$ cat config.mk
export PLATFORM = sky130hd
export DESIGN_NAME = sequenciador_deslocamento
export DESIGN_NICKNAME = d
export VERILOG_FILES = /design/src/rtl/sequenciador_deslocamento_pkg.sv /design/src/rtl/sequenciador_deslocamento_contador.sv /design/src/rtl/sequenciador_deslocamento.sv
export SDC_FILE = /design/constraint.sdc
export NUM_CORES = 1
export LEC_CHECK = 0
export ABC_AREA = 1
export CORE_UTILIZATION = 43
export DETAILED_ROUTE_END_ITERATION = 8
export PLACE_DENSITY = 0.82
export REMOVE_ABC_BUFFERS = 1
export SYNTH_ARGS = -nofsm -noshare
export SYNTH_HDL_FRONTEND = slang
export SYNTH_SLANG_ARGS = --single-unit
$ cat constraint.sdc
create_clock -name clk -period 3.2 [get_ports clk]
set_input_delay 0.64 -clock clk [delete_from_list [all_inputs] [get_ports clk]]
set_output_delay 0.64 -clock clk [all_outputs]
set_load 0.01 [all_outputs]
$ cat src/rtl/sequenciador_deslocamento_pkg.sv
// rtl/sequenciador_deslocamento_pkg.sv - shared widths and FSM state type for the shift sequencer
package sequenciador_deslocamento_pkg;

    localparam int NBITS_DATA  = 4;
    localparam int NBITS_SHIFT = 1;
    localparam int NBITS_COUNT = $clog2(NBITS_DATA + 1);

    typedef enum logic [1:0] {
        ST_IDLE,
        ST_LOAD,
        ST_SHIFT,
        ST_DONE
    } state_t;

endpackage

$ cat src/rtl/sequenciador_deslocamento_contador.sv
// rtl/sequenciador_deslocamento_contador.sv - contador_passos: loadable down-counter with zero/one detect
module contador_passos #(
    parameter int WIDTH = 3
) (
    input  logic             clk,
    input  logic             reset,
    input  logic             load,
    input  logic             dec,
    input  logic [WIDTH-1:0] load_value,
    output logic             zero,
    output logic             one
);

    logic [WIDTH-1:0] rem;

    // load wins over dec; the counter never wraps below zero
    always_ff @(posedge clk) begin
        if (reset) begin
            rem <= '0;
        end else if (load) begin
            rem <= load_value;
        end else if (dec && (rem != '0)) begin
            rem <= rem - 1'b1;
        end
    end

    assign zero = (rem == '0);
    assign one  = (rem == WIDTH'(1));

endmodule

$ cat src/rtl/sequenciador_deslocamento.sv
// rtl/sequenciador_deslocamento.sv - left-shift sequencer driving an external shift register; SEQ_OVERFLOW_EN enables the sticky ovf flag
module sequenciador_deslocamento
    import sequenciador_deslocamento_pkg::*;
#(
    parameter int NBITS_DATA  = sequenciador_deslocamento_pkg::NBITS_DATA,
    parameter int NBITS_SHIFT = sequenciador_deslocamento_pkg::NBITS_SHIFT,
    parameter int NBITS_COUNT = $clog2(NBITS_DATA + 1)
) (
    input  logic                          clk,
    input  logic                          reset,
    input  logic                          start,
    input  logic signed [NBITS_DATA-1:0]  value,
    input  logic        [NBITS_COUNT-1:0] count,
    input  logic signed [NBITS_DATA-1:0]  reg_q,
    output logic signed [NBITS_DATA-1:0]  data_in,
    output logic        [NBITS_SHIFT-1:0] shift,
    output logic signed [NBITS_DATA-1:0]  result,
    output logic                          busy,
    output logic                          done,
    output logic                          ovf
);

    localparam logic [NBITS_COUNT-1:0] MAX_COUNT = NBITS_COUNT'(NBITS_DATA);

    state_t                         state;
    state_t                         next_state;
    logic signed [NBITS_DATA-1:0]   value_q;
    logic        [NBITS_COUNT-1:0]  count_sat;
    logic                           accept;
    logic                           rem_zero;
    logic                           rem_one;

    assign accept    = (state == ST_IDLE) && start;
    assign count_sat = (count > MAX_COUNT) ? MAX_COUNT : count;

    contador_passos #(
        .WIDTH (NBITS_COUNT)
    ) u_contador (
        .clk        (clk),
        .reset      (reset),
        .load       (accept),
        .dec        (state == ST_SHIFT),
        .load_value (count_sat),
        .zero       (rem_zero),
        .one        (rem_one)
    );

    always_ff @(posedge clk) begin
        if (reset) begin
            state   <= ST_IDLE;
            value_q <= '0;
        end else begin
            state <= next_state;
            if (accept) begin
                value_q <= value;
            end
        end
    end

    always_comb begin
        next_state = state;
        data_in    = reg_q;
        shift      = '0;
        busy       = 1'b0;
        done       = 1'b0;
        case (state)
            ST_IDLE: begin
                if (start) begin
                    next_state = ST_LOAD;
                end
            end
            ST_LOAD: begin
                data_in    = value_q;
                busy       = 1'b1;
                next_state = rem_zero ? ST_DONE : ST_SHIFT;
            end
            ST_SHIFT: begin
                shift = NBITS_SHIFT'(1);
                busy  = 1'b1;
                if (rem_one) begin
                    next_state = ST_DONE;
                end
            end
            ST_DONE: begin
                done       = 1'b1;
                next_state = ST_IDLE;
            end
            default: begin
                next_state = ST_IDLE;
            end
        endcase
    end

    assign result = reg_q;

`ifdef SEQ_OVERFLOW_EN
    logic ovf_q;

    // sign change between the top two bits means the next shift overflows
    always_ff @(posedge clk) begin
        if (reset) begin
            ovf_q <= 1'b0;
        end else if (accept) begin
            ovf_q <= 1'b0;
        end else if ((state == ST_SHIFT) &&
                     (reg_q[NBITS_DATA-1] != reg_q[NBITS_DATA-2])) begin
            ovf_q <= 1'b1;
        end
    end

    assign ovf = ovf_q;
`else
    assign ovf = 1'b0;
`endif

endmodule

# Word level (Yosys, flattened, before mapping)
# Index checks and enable logic that the tools add are counted.
totals:
  ff_bits: 9
  in_bits: 14
  out_inout_bits: 12
  wordCells: 30
op_classes:
  add_sub_neg: 1
  order_cmp: 1
  eq_ne: 6
  mux: 11
  reduce_logical: 8
ops:
  columns: ["op", "count"]
  rows:
  - ["3-bit two-way mux", 3]
  - ["2-bit one-hot mux with 4 select lines", 1]
  - ["2-bit equality test, second input constant", 2]
  - ["1-bit two-way mux", 4]
  - ["2-bit two-way mux", 2]
  - ["4-bit two-way mux", 1]
  - ["2-bit != test, second input constant", 2]
  - ["3-bit by 1-bit equality test with 1-bit output, second input constant", 1]
  - ["3-bit greater-than comparator, second input constant", 1]
  - ["3-bit logical NOT", 1]
  - ["3-bit nonzero test", 1]
  - ["3-bit by 1-bit subtractor with 3-bit output, second input constant", 1]
  - ["2-bit by 1-bit equality test with 1-bit output, second input constant", 1]
  - ["1-bit logical AND", 2]
  - ["2-bit logical NOT", 1]
  - ["2-bit AND reduction", 1]
  - ["2-bit nonzero test", 1]
  - ["2-bit OR reduction", 1]

# Depth between registers and ports, before layout
# Gate-level depths: netlist (run 1).
depth:
  word_depth: 4
  mapped_depth: 8
  depth_no_buf: 8

# Modules after synthesis
# Synthesis (run 1) repeated with hierarchy kept, for this count alone.
hier_totals:
  cells_unflattened: 95
  hier_area_um2: 663.1
modules_own_cells:
  columns: ["mod", "instances", "cells_each", "area_per_inst_um2", "seq_area_each_um2"]
  rows:
  - ["sequenciador_deslocamento", 1, 60, 436.7, 120.1]
  - ["contador_passos", 1, 35, 226.5, 60.1]

# Least setup slack after synthesis (run 1)
# OpenSTA, ideal clock, no wires.
synth_timing:
  kind: "reg2out"
  startpoint: "register state[1]"
  endpoint: "output port data_in[0]"
  arrival_ns: 1.020
  required_ns: 2.560
  setup_slack_ns: 1.540
  stages_incl_launch_ff: 4
  n_path_buf: 0
  cell_sequence: "dfxtp_1 > inv_1 > ha_1 > mux2_2"
synth_via:
  elab_chain_len: 2
synth_lines:
  columns: ["item", "line", "text"]
  rows:
  - ["start, declared", "sequenciador_deslocamento.sv:25", "state_t state;"]
  - ["start signal, assigned", "sequenciador_deslocamento.sv:53", "state <= next_state;"]
  - ["2-bit by 1-bit equality test with 1-bit output", "sequenciador_deslocamento.sv:66", "case (state)"]
  - ["4-bit two-way mux", "sequenciador_deslocamento.sv:66", null]
  - ["end, declared", "sequenciador_deslocamento.sv:15", "output logic signed [NBITS_DATA-1:0] data_in,"]
# No other way between the ends.

# Final worst setup path (run 1)
# Same ends and word-level chain as after synthesis.

==> run metrics, run 1 <==
I/O pin count=26; Max Fclk=0.3998 GHz; Global Route Usage Sum=0.1888; setup_tns=0 ns; Leakage=0.0003715 uW; Layout area overhead=41.86%; layout cells sized above 1=0.08824; Fin. Hold Viols=0; PD cells=772.3 nW/um^2; mean routed wirelength per cell=10.64 um; placed inst area=813.3 sq um; Final Instance Area=839.6 sq um; WL met3=68 um; hold endpoint=value_q[2]; TritonCTS Sinks=9; H-tree depth=1; die area=1529 sq um; drt total wl=1.245 mm; chip height=39.10 um; via count=559; Worst R2R End=u_contador.rem[2]; nets=125; Crit. End Element=primary output; Distinct cells, synth=15; cts hold-fix bufs=0; sequential area share after synthesis=0.3044; cell area after synthesis=591.8 sq um; Clock Latency Late Sink=0.26 ns; Crit path arrival time=1.86 ns; Max Used Layer=met4; commonest non-fill, non-tap cell in the layout=clkdlybuf4s50_1; Min-Delay Path Class=register to register; yosys warns=0; number of cell rows=13; flops & latches, synth=9; Max IR drop VDD=0.4585 mV; commonest cells after routing, fill and taps aside=24 x clkdlybuf4s50_1, 12 x nor2_1, 11 x nand2_1; RSZ-0062 raised after global routing=no; number of inserted diodes=0; Starting Density=0.4606; Final Wtd Congestion=0.7107; Final Cycle Share=0.7817; wl on met1=500 um; core box area=1285 sq um; # setup viols final=0; status=complete, no violations; syn avg cell area=7.491 sq um; cts repair resizes=0; gr ovfl total=0; vias in the first global route=485; hold path depth=2; CP Class=register to primary output; drc violations=0; Pre-antenna DRT Iters=4; die width=39.10 um; worst r2r src=state[0]; IO Port Bufs=24; buffers inserted by post-CTS timing repair=0; clock skew=0.003336 ns; clock-pin slew on the worst setup and hold paths=0.06 ns; CTS tree=built; WL met2=661 um; Max-Cap Viols=0; CTS max path bufs=2; Reg2Reg Setup Slack=1.80 ns; first-pass GRT wire length=1.911 mm; minimum clock period=2.501 ns; Num CTS Buffers=3; Max FO, Critical Path=5; via/cell ratio=4.778; root buf cell=clkbuf_4; Final HPWL DP=1.027 mm; final slew viol count=0; initial antenna violation count=0; Cells after Synth=79; largest net degree at the start of global routing=11; Routed Antenna Nets=0; DR iter-0 viols=3; reg2reg path depth=6; CP startpoint kind=register; Hold Crit Start=value_q[2]; required time of the critical path=2.56 ns
## metrics by stage
stage | total power, uW | util | setup slack (ns) | cells | hold slack [ns]
4_1_cts | 655.2 | 0.6534 | 0.6649 | 117 | 0.4874
3_3_place_gp | 548.2 | 0.6329 | 0.7639 | 113 | 0.4656
3_5_place_dp | 566.2 | 0.6329 | 0.7289 | 113 | 0.4732
5_1_grt | 716.9 | 0.6534 | 0.5976 | 117 | 0.5202
2_1_floorplan | 422.2 | - | 1.540 | 74 | 0.4491
6_report | 648.4 | 0.6534 | 0.6986 | 117 | 0.4793
## final cells by class
class                   instances  area [sq um]
clock buffers                   4         26.28
fillers                       119         445.4
inverters                      10         37.54
multi-input cells              55         336.6
flip-flops and latches          9         180.2
well taps                      15         18.77
repair buffers                 24         240.2
## layer usage
metal  global-route usage  up-vias
li1                     -      291
met4              0.06034        0
met2               0.3208       13
met5                    0        -
met1               0.2049      251
met3              0.08671        4
## power by group
group          leakage [uW]  internal [uW]  switching (uW)  total (uW)
clock             0.0000150           48.0            38.4        86.4
sequential        0.0000746            153            27.4         180
combinational      0.000282            187             195         382
total              0.000371            388             260         648
## cell families after synthesis
| family | synth area share |
|---|---|
| AOI/OAI and AO/OA | 0.1395 |
| adders and majority gates | 0.1691 |
| buffers and inverters | 0.1268 |
| DFF | 0.3044 |
| muxes | 0.07610 |
| other | 0.006336 |
| and+or+nand+nor | 0.1776 |
## registers in the layout (all words and copies together) (netlist names)
signal	count
value_q	4
u_contador.rem	3
state	2
## how the worst max path moves through the flow
stage,from,end,slack (ns),cells past startpoint
floorplan,state[1],data_in[0],1.54,3
finish,state[1],data_in[0],0.70,4
detailed placement,reg_q[0],data_in[0],0.73,3
global placement,reg_q[1],data_in[1],0.76,3
global route,state[1],data_in[0],0.60,4
CTS,state[1],data_in[0],0.66,4
## Yosys cell counts
library cell	instances	area share
a21oi_1	5	0.042
buf_4	5	0.063
conb_1	1	0.0063
dfxtp_1	9	0.30
ha_1	8	0.17
inv_1	9	0.057
inv_2	1	0.0063
mux2_2	4	0.076
nand2_1	11	0.070
nand2_2	1	0.011
nand3_1	1	0.0084
nand3b_1	1	0.013
nor2_1	12	0.076
o21a_1	1	0.013
o21ai_0	10	0.085
## critical path, cell delays in order (launching register included)
cell and delay [ns]:
dfxtp_1 0.35, inv_1 0.11, ha_1 0.28, mux2_2 0.37
clkdlybuf4s50_1 0.49
No activity file was read; power rests on OpenSTA's default activity.
==> inputs of run 2 (changes only) <==
Settings changed: CORE_UTILIZATION 43 to 36, PLACE_DENSITY 0.82 to 0.73.
Clock period 3.2 ns to 2.1 ns, I/O delays scaled along.
==> run metrics, run 2 (synthesis results as in run 1) <==
Max Fclk=0.5026 GHz; number of inserted diodes=0; number of cell rows=14; Crit. End Element=primary output; clock-pin slew on the worst setup and hold paths=0.06 ns; Max FO, Critical Path=4; Final Core Density=0.5755; commonest cells after routing, fill and taps aside=19 x clkdlybuf4s50_1, 12 x nor2_1, 11 x nand2_1; via/cell ratio=4.817; Max IR drop VDD=0.7871 mV; root buf cell=clkbuf_4; CTS tree=built; clock skew=0.002750 ns; drt total wl=1.360 mm; die width=42.55 um; Num CTS Buffers=3; setup_tns=0 ns; Global Route Usage Sum=0.1741; Clock Latency Late Sink=0.27 ns; Routed Antenna Nets=0; met1 Use GR=0.1794; via count=578; Max-Cap Viols=0; gr ovfl total=0; Final HPWL DP=1.032 mm; CP max stage delay=0.54 ns; CP startpoint kind=register; H-tree depth=1; # setup viols final=0; die area=1810 sq um; TritonCTS Sinks=9; Layout area overhead=48.20%; commonest non-fill, non-tap cell in the layout=clkdlybuf4s50_1; nets=127; GR Util met3=0.08190; Top reg by flops=value_q; Pre-antenna DRT Iters=4; Final Wtd Congestion=0.7687; cts hold-fix bufs=0; IO Port Bufs=24; drc violations=0; Starting Density=0.3883; Final Cycle Share=0.9475; Register Area=181.4 sq um; Min-Delay Path Class=register to register; GRT met2 Usage=0.2831; CTS max path bufs=2; Fin. Hold Viols=0; largest net degree at the start of global routing=11; crit path cell chain=buf_4, inv_2, ha_2, clkdlybuf4s50_1; mean routed wirelength per cell=11.33 um; placed inst area=829.5 sq um; initial antenna violation count=0; Crit-path slowest cell=clkdlybuf4s50_1; core box area=1524 sq um; largest registers=value_q (4), u_contador.rem (3), state (2); Crit path arrival time=1.57 ns; DR iter-0 viols=6; layout cells sized above 1=0.1538; PD cells=1176 nW/um^2; Multi-input gate area=351.6 sq um; required time of the critical path=1.68 ns; max reg flops=4; final slew viol count=0; I/O pin count=26; CP Class=register to primary output; chip height=42.55 um; first-pass GRT wire length=2.194 mm; minimum clock period=1.990 ns; Final Instance Area=877.1 sq um; status=complete, no violations; RSZ-0062 raised after global routing=no; vias in the first global route=521; # fillers=154; busiest grt layer=met2; Leakage=0.0004166 uW; Hold Slack=0.4877 ns
[run 2: area by class of cell]
cell class                      count  area share
Inverter                           10     0.04280
Clock buffer                        4     0.02996
Timing Repair Buffer               26      0.2967
Sequential cell                     9      0.2068
Tap cell                           16     0.02282
Multi-Input combinational cell     55      0.4009
[run 2: repair_timing]
item | in CTS | in global routing
setup endpoints to repair | 4 | 4
buffers inserted | 0 | 0
resized for setup | 6 | 5
[run 2: per-layer routing]
| metal | wire length, um | part of all wire |
|---|---|---|
| met4 | 48 | 0.035 |
| met2 | 668 | 0.49 |
| met1 | 569 | 0.42 |
| met5 | 0 | 0 |
| met3 | 73 | 0.054 |
[run 2: through the flow]
stage / setup WS [ns] / instances / total power [uW]
finish: 0.1102 / 120 / 1032
detailed placement: 0.08534 / 116 / 884.0
CTS: 0.01271 / 120 / 1046
floorplan: 0.6601 / 74 / 643.3
global placement: 0.1112 / 116 / 865.8
global route: 0.04928 / 120 / 1140
[run 2: worst paths after layout]
kind                            slack (ns)  cells after the start           endpoint       start
worst min-delay path                  0.49                      2         value_q[3]  value_q[3]
worst max-delay path                  0.11                      4              shift    state[0]
worst max register to register        0.65                      7  u_contador.rem[2]    state[0]
worst min register to register        0.49                      2         value_q[3]  value_q[3]
[run 2: power by group]
| part | total, uW | internal (uW) | leakage [uW] | switching (uW) |
|---|---|---|---|---|
| logic | 620 | 298 | 0.000327 | 322 |
| clock network | 139 | 73.6 | 0.0000150 | 65.4 |
| registers | 273 | 235 | 0.0000749 | 37.6 |
| total | 1030 | 607 | 0.000417 | 425 |
[run 2: worst max-delay path, delay by kind of cell (launching register included)]
family                   cells  cell delay [ns]
buffers and inverters        3             0.76
adder cells (fa/ha/maj)      1             0.21
flip-flops                   1             0.33
==> inputs of run 3 (changes only) <==
==> constraint.sdc (replaced) <==
create_clock -name clk -period 2.1 [get_ports clk]
set_input_delay 0.21 -clock clk [delete_from_list [all_inputs] [get_ports clk]]
set_output_delay 0.21 -clock clk [all_outputs]
set_load 0.01 [all_outputs]
==> run metrics, run 3 (synthesis results as in run 1) <==
Final Wtd Congestion=0.7497; Min-Delay Path Class=register to register; CTS tree=built; CP startpoint kind=register; clock-pin slew on the worst setup and hold paths=0.06 ns; TritonCTS Sinks=9; Max Fclk=0.4971 GHz; die width=42.55 um; via count=539; layout cells sized above 1=0.09804; Layout area overhead=42.49%; number of cell rows=14; Num CTS Buffers=3; core box area=1524 sq um; number of inserted diodes=0; RSZ-0062 raised after global routing=no; clock skew=0.002099 ns; status=complete, no violations; Crit. End Element=primary output; setup_tns=0 ns; commonest non-fill, non-tap cell in the layout=clkdlybuf4s50_1; Global Route Usage Sum=0.1551; gr ovfl total=0; H-tree depth=1; Max IR drop VDD=0.6072 mV; Top reg by flops=value_q; initial antenna violation count=0; IO Port Bufs=24; Starting Density=0.3883; nets=125; Leakage=0.0003701 uW; Fin. Hold Viols=0; Routed Antenna Nets=0; mean routed wirelength per cell=10.36 um; drt total wl=1.222 mm; largest net degree at the start of global routing=11; via/cell ratio=4.568; root buf cell=clkbuf_4; # setup viols final=0; required time of the critical path=1.89 ns; first-pass GRT wire length=2.035 mm; commonest cells after routing, fill and taps aside=24 x clkdlybuf4s50_1, 12 x nor2_1, 11 x nand2_1; Final Instance Area=843.3 sq um; die area=1810 sq um; Final WS setup=0.08823 ns; Clock Latency Late Sink=0.27 ns; pre-CTS setup slack=0.3150 ns; placed inst area=814.5 sq um; vias in the first global route=501; Final Core Density=0.5534; CP Class=register to primary output; Max-Cap Viols=0; Final HPWL DP=997.6 um; final slew viol count=0; max reg flops=4; I/O pin count=26; chip height=42.55 um; Pre-antenna DRT Iters=4; CTS max path bufs=2; drc violations=0; minimum clock period=2.012 ns; Crit path arrival time=1.80 ns; DR iter-0 viols=9; PD cells=1171 nW/um^2; largest registers=value_q (4), u_contador.rem (3), state (2); Max FO, Critical Path=5; buffers inserted by post-CTS timing repair=0; Final Cycle Share=0.9580
run 3: worst max-delay path, cell delays in order, from the launching register on:
cell	delay [ns]
dfxtp_1	0.35
inv_1	0.11
ha_2	0.25
mux2_2	0.35
clkdlybuf4s50_1	0.48
run 3: final timing paths:
path / slack (ns) / cells after the start / to / startpoint
worst min register to register: 0.48 / 2 / value_q[2] / value_q[2]
worst max-delay path: 0.09 / 4 / data_in[3] / state[1]
worst max register to register: 0.66 / 6 / u_contador.rem[1] / state[0]
worst min-delay path: 0.48 / 2 / value_q[2] / value_q[2]
run 3: stage by stage:
| stage | hold slack, ns | power, uW | cells |
|---|---|---|---|
| global route | 0.5097 | 1097 | 118 |
| detailed placement | 0.4738 | 859.6 | 114 |
| finish | 0.4813 | 987.4 | 118 |
| global placement | 0.4662 | 844.0 | 114 |
| CTS | 0.4837 | 1001 | 118 |
| floorplan | 0.2791 | 643.3 | 74 |
run 3: cell type report:
| class | instances | area, sq um |
|---|---|---|
| Timing Repair Buffer | 24 | 240.2 |
| Tap cell | 16 | 20.02 |
| Sequential cell | 9 | 180.2 |
| Clock buffer | 4 | 26.28 |
| Fill cell | 157 | 680.7 |
| Multi-Input combinational cell | 55 | 339.1 |
| Inverter | 10 | 37.54 |
run 3: layer usage:
metal  GRT usage  share of wire
met4     0.07500          0.014
met3     0.08190          0.053
met5           0              0
met2      0.2462           0.49
met1      0.1680           0.44
run 3: timing repair:
item                       4_1_cts  5_1_grt
gates resized for setup          0        1
setup endpoints to repair        0        4
hold buffers                     0        0
run 3: report_power, final:
| group | switching, uW | internal, uW |
|---|---|---|
| sequential | 45.0 | 233 |
| combinational | 290 | 285 |
| clock | 61.3 | 73.3 |
| total | 396 | 591 |
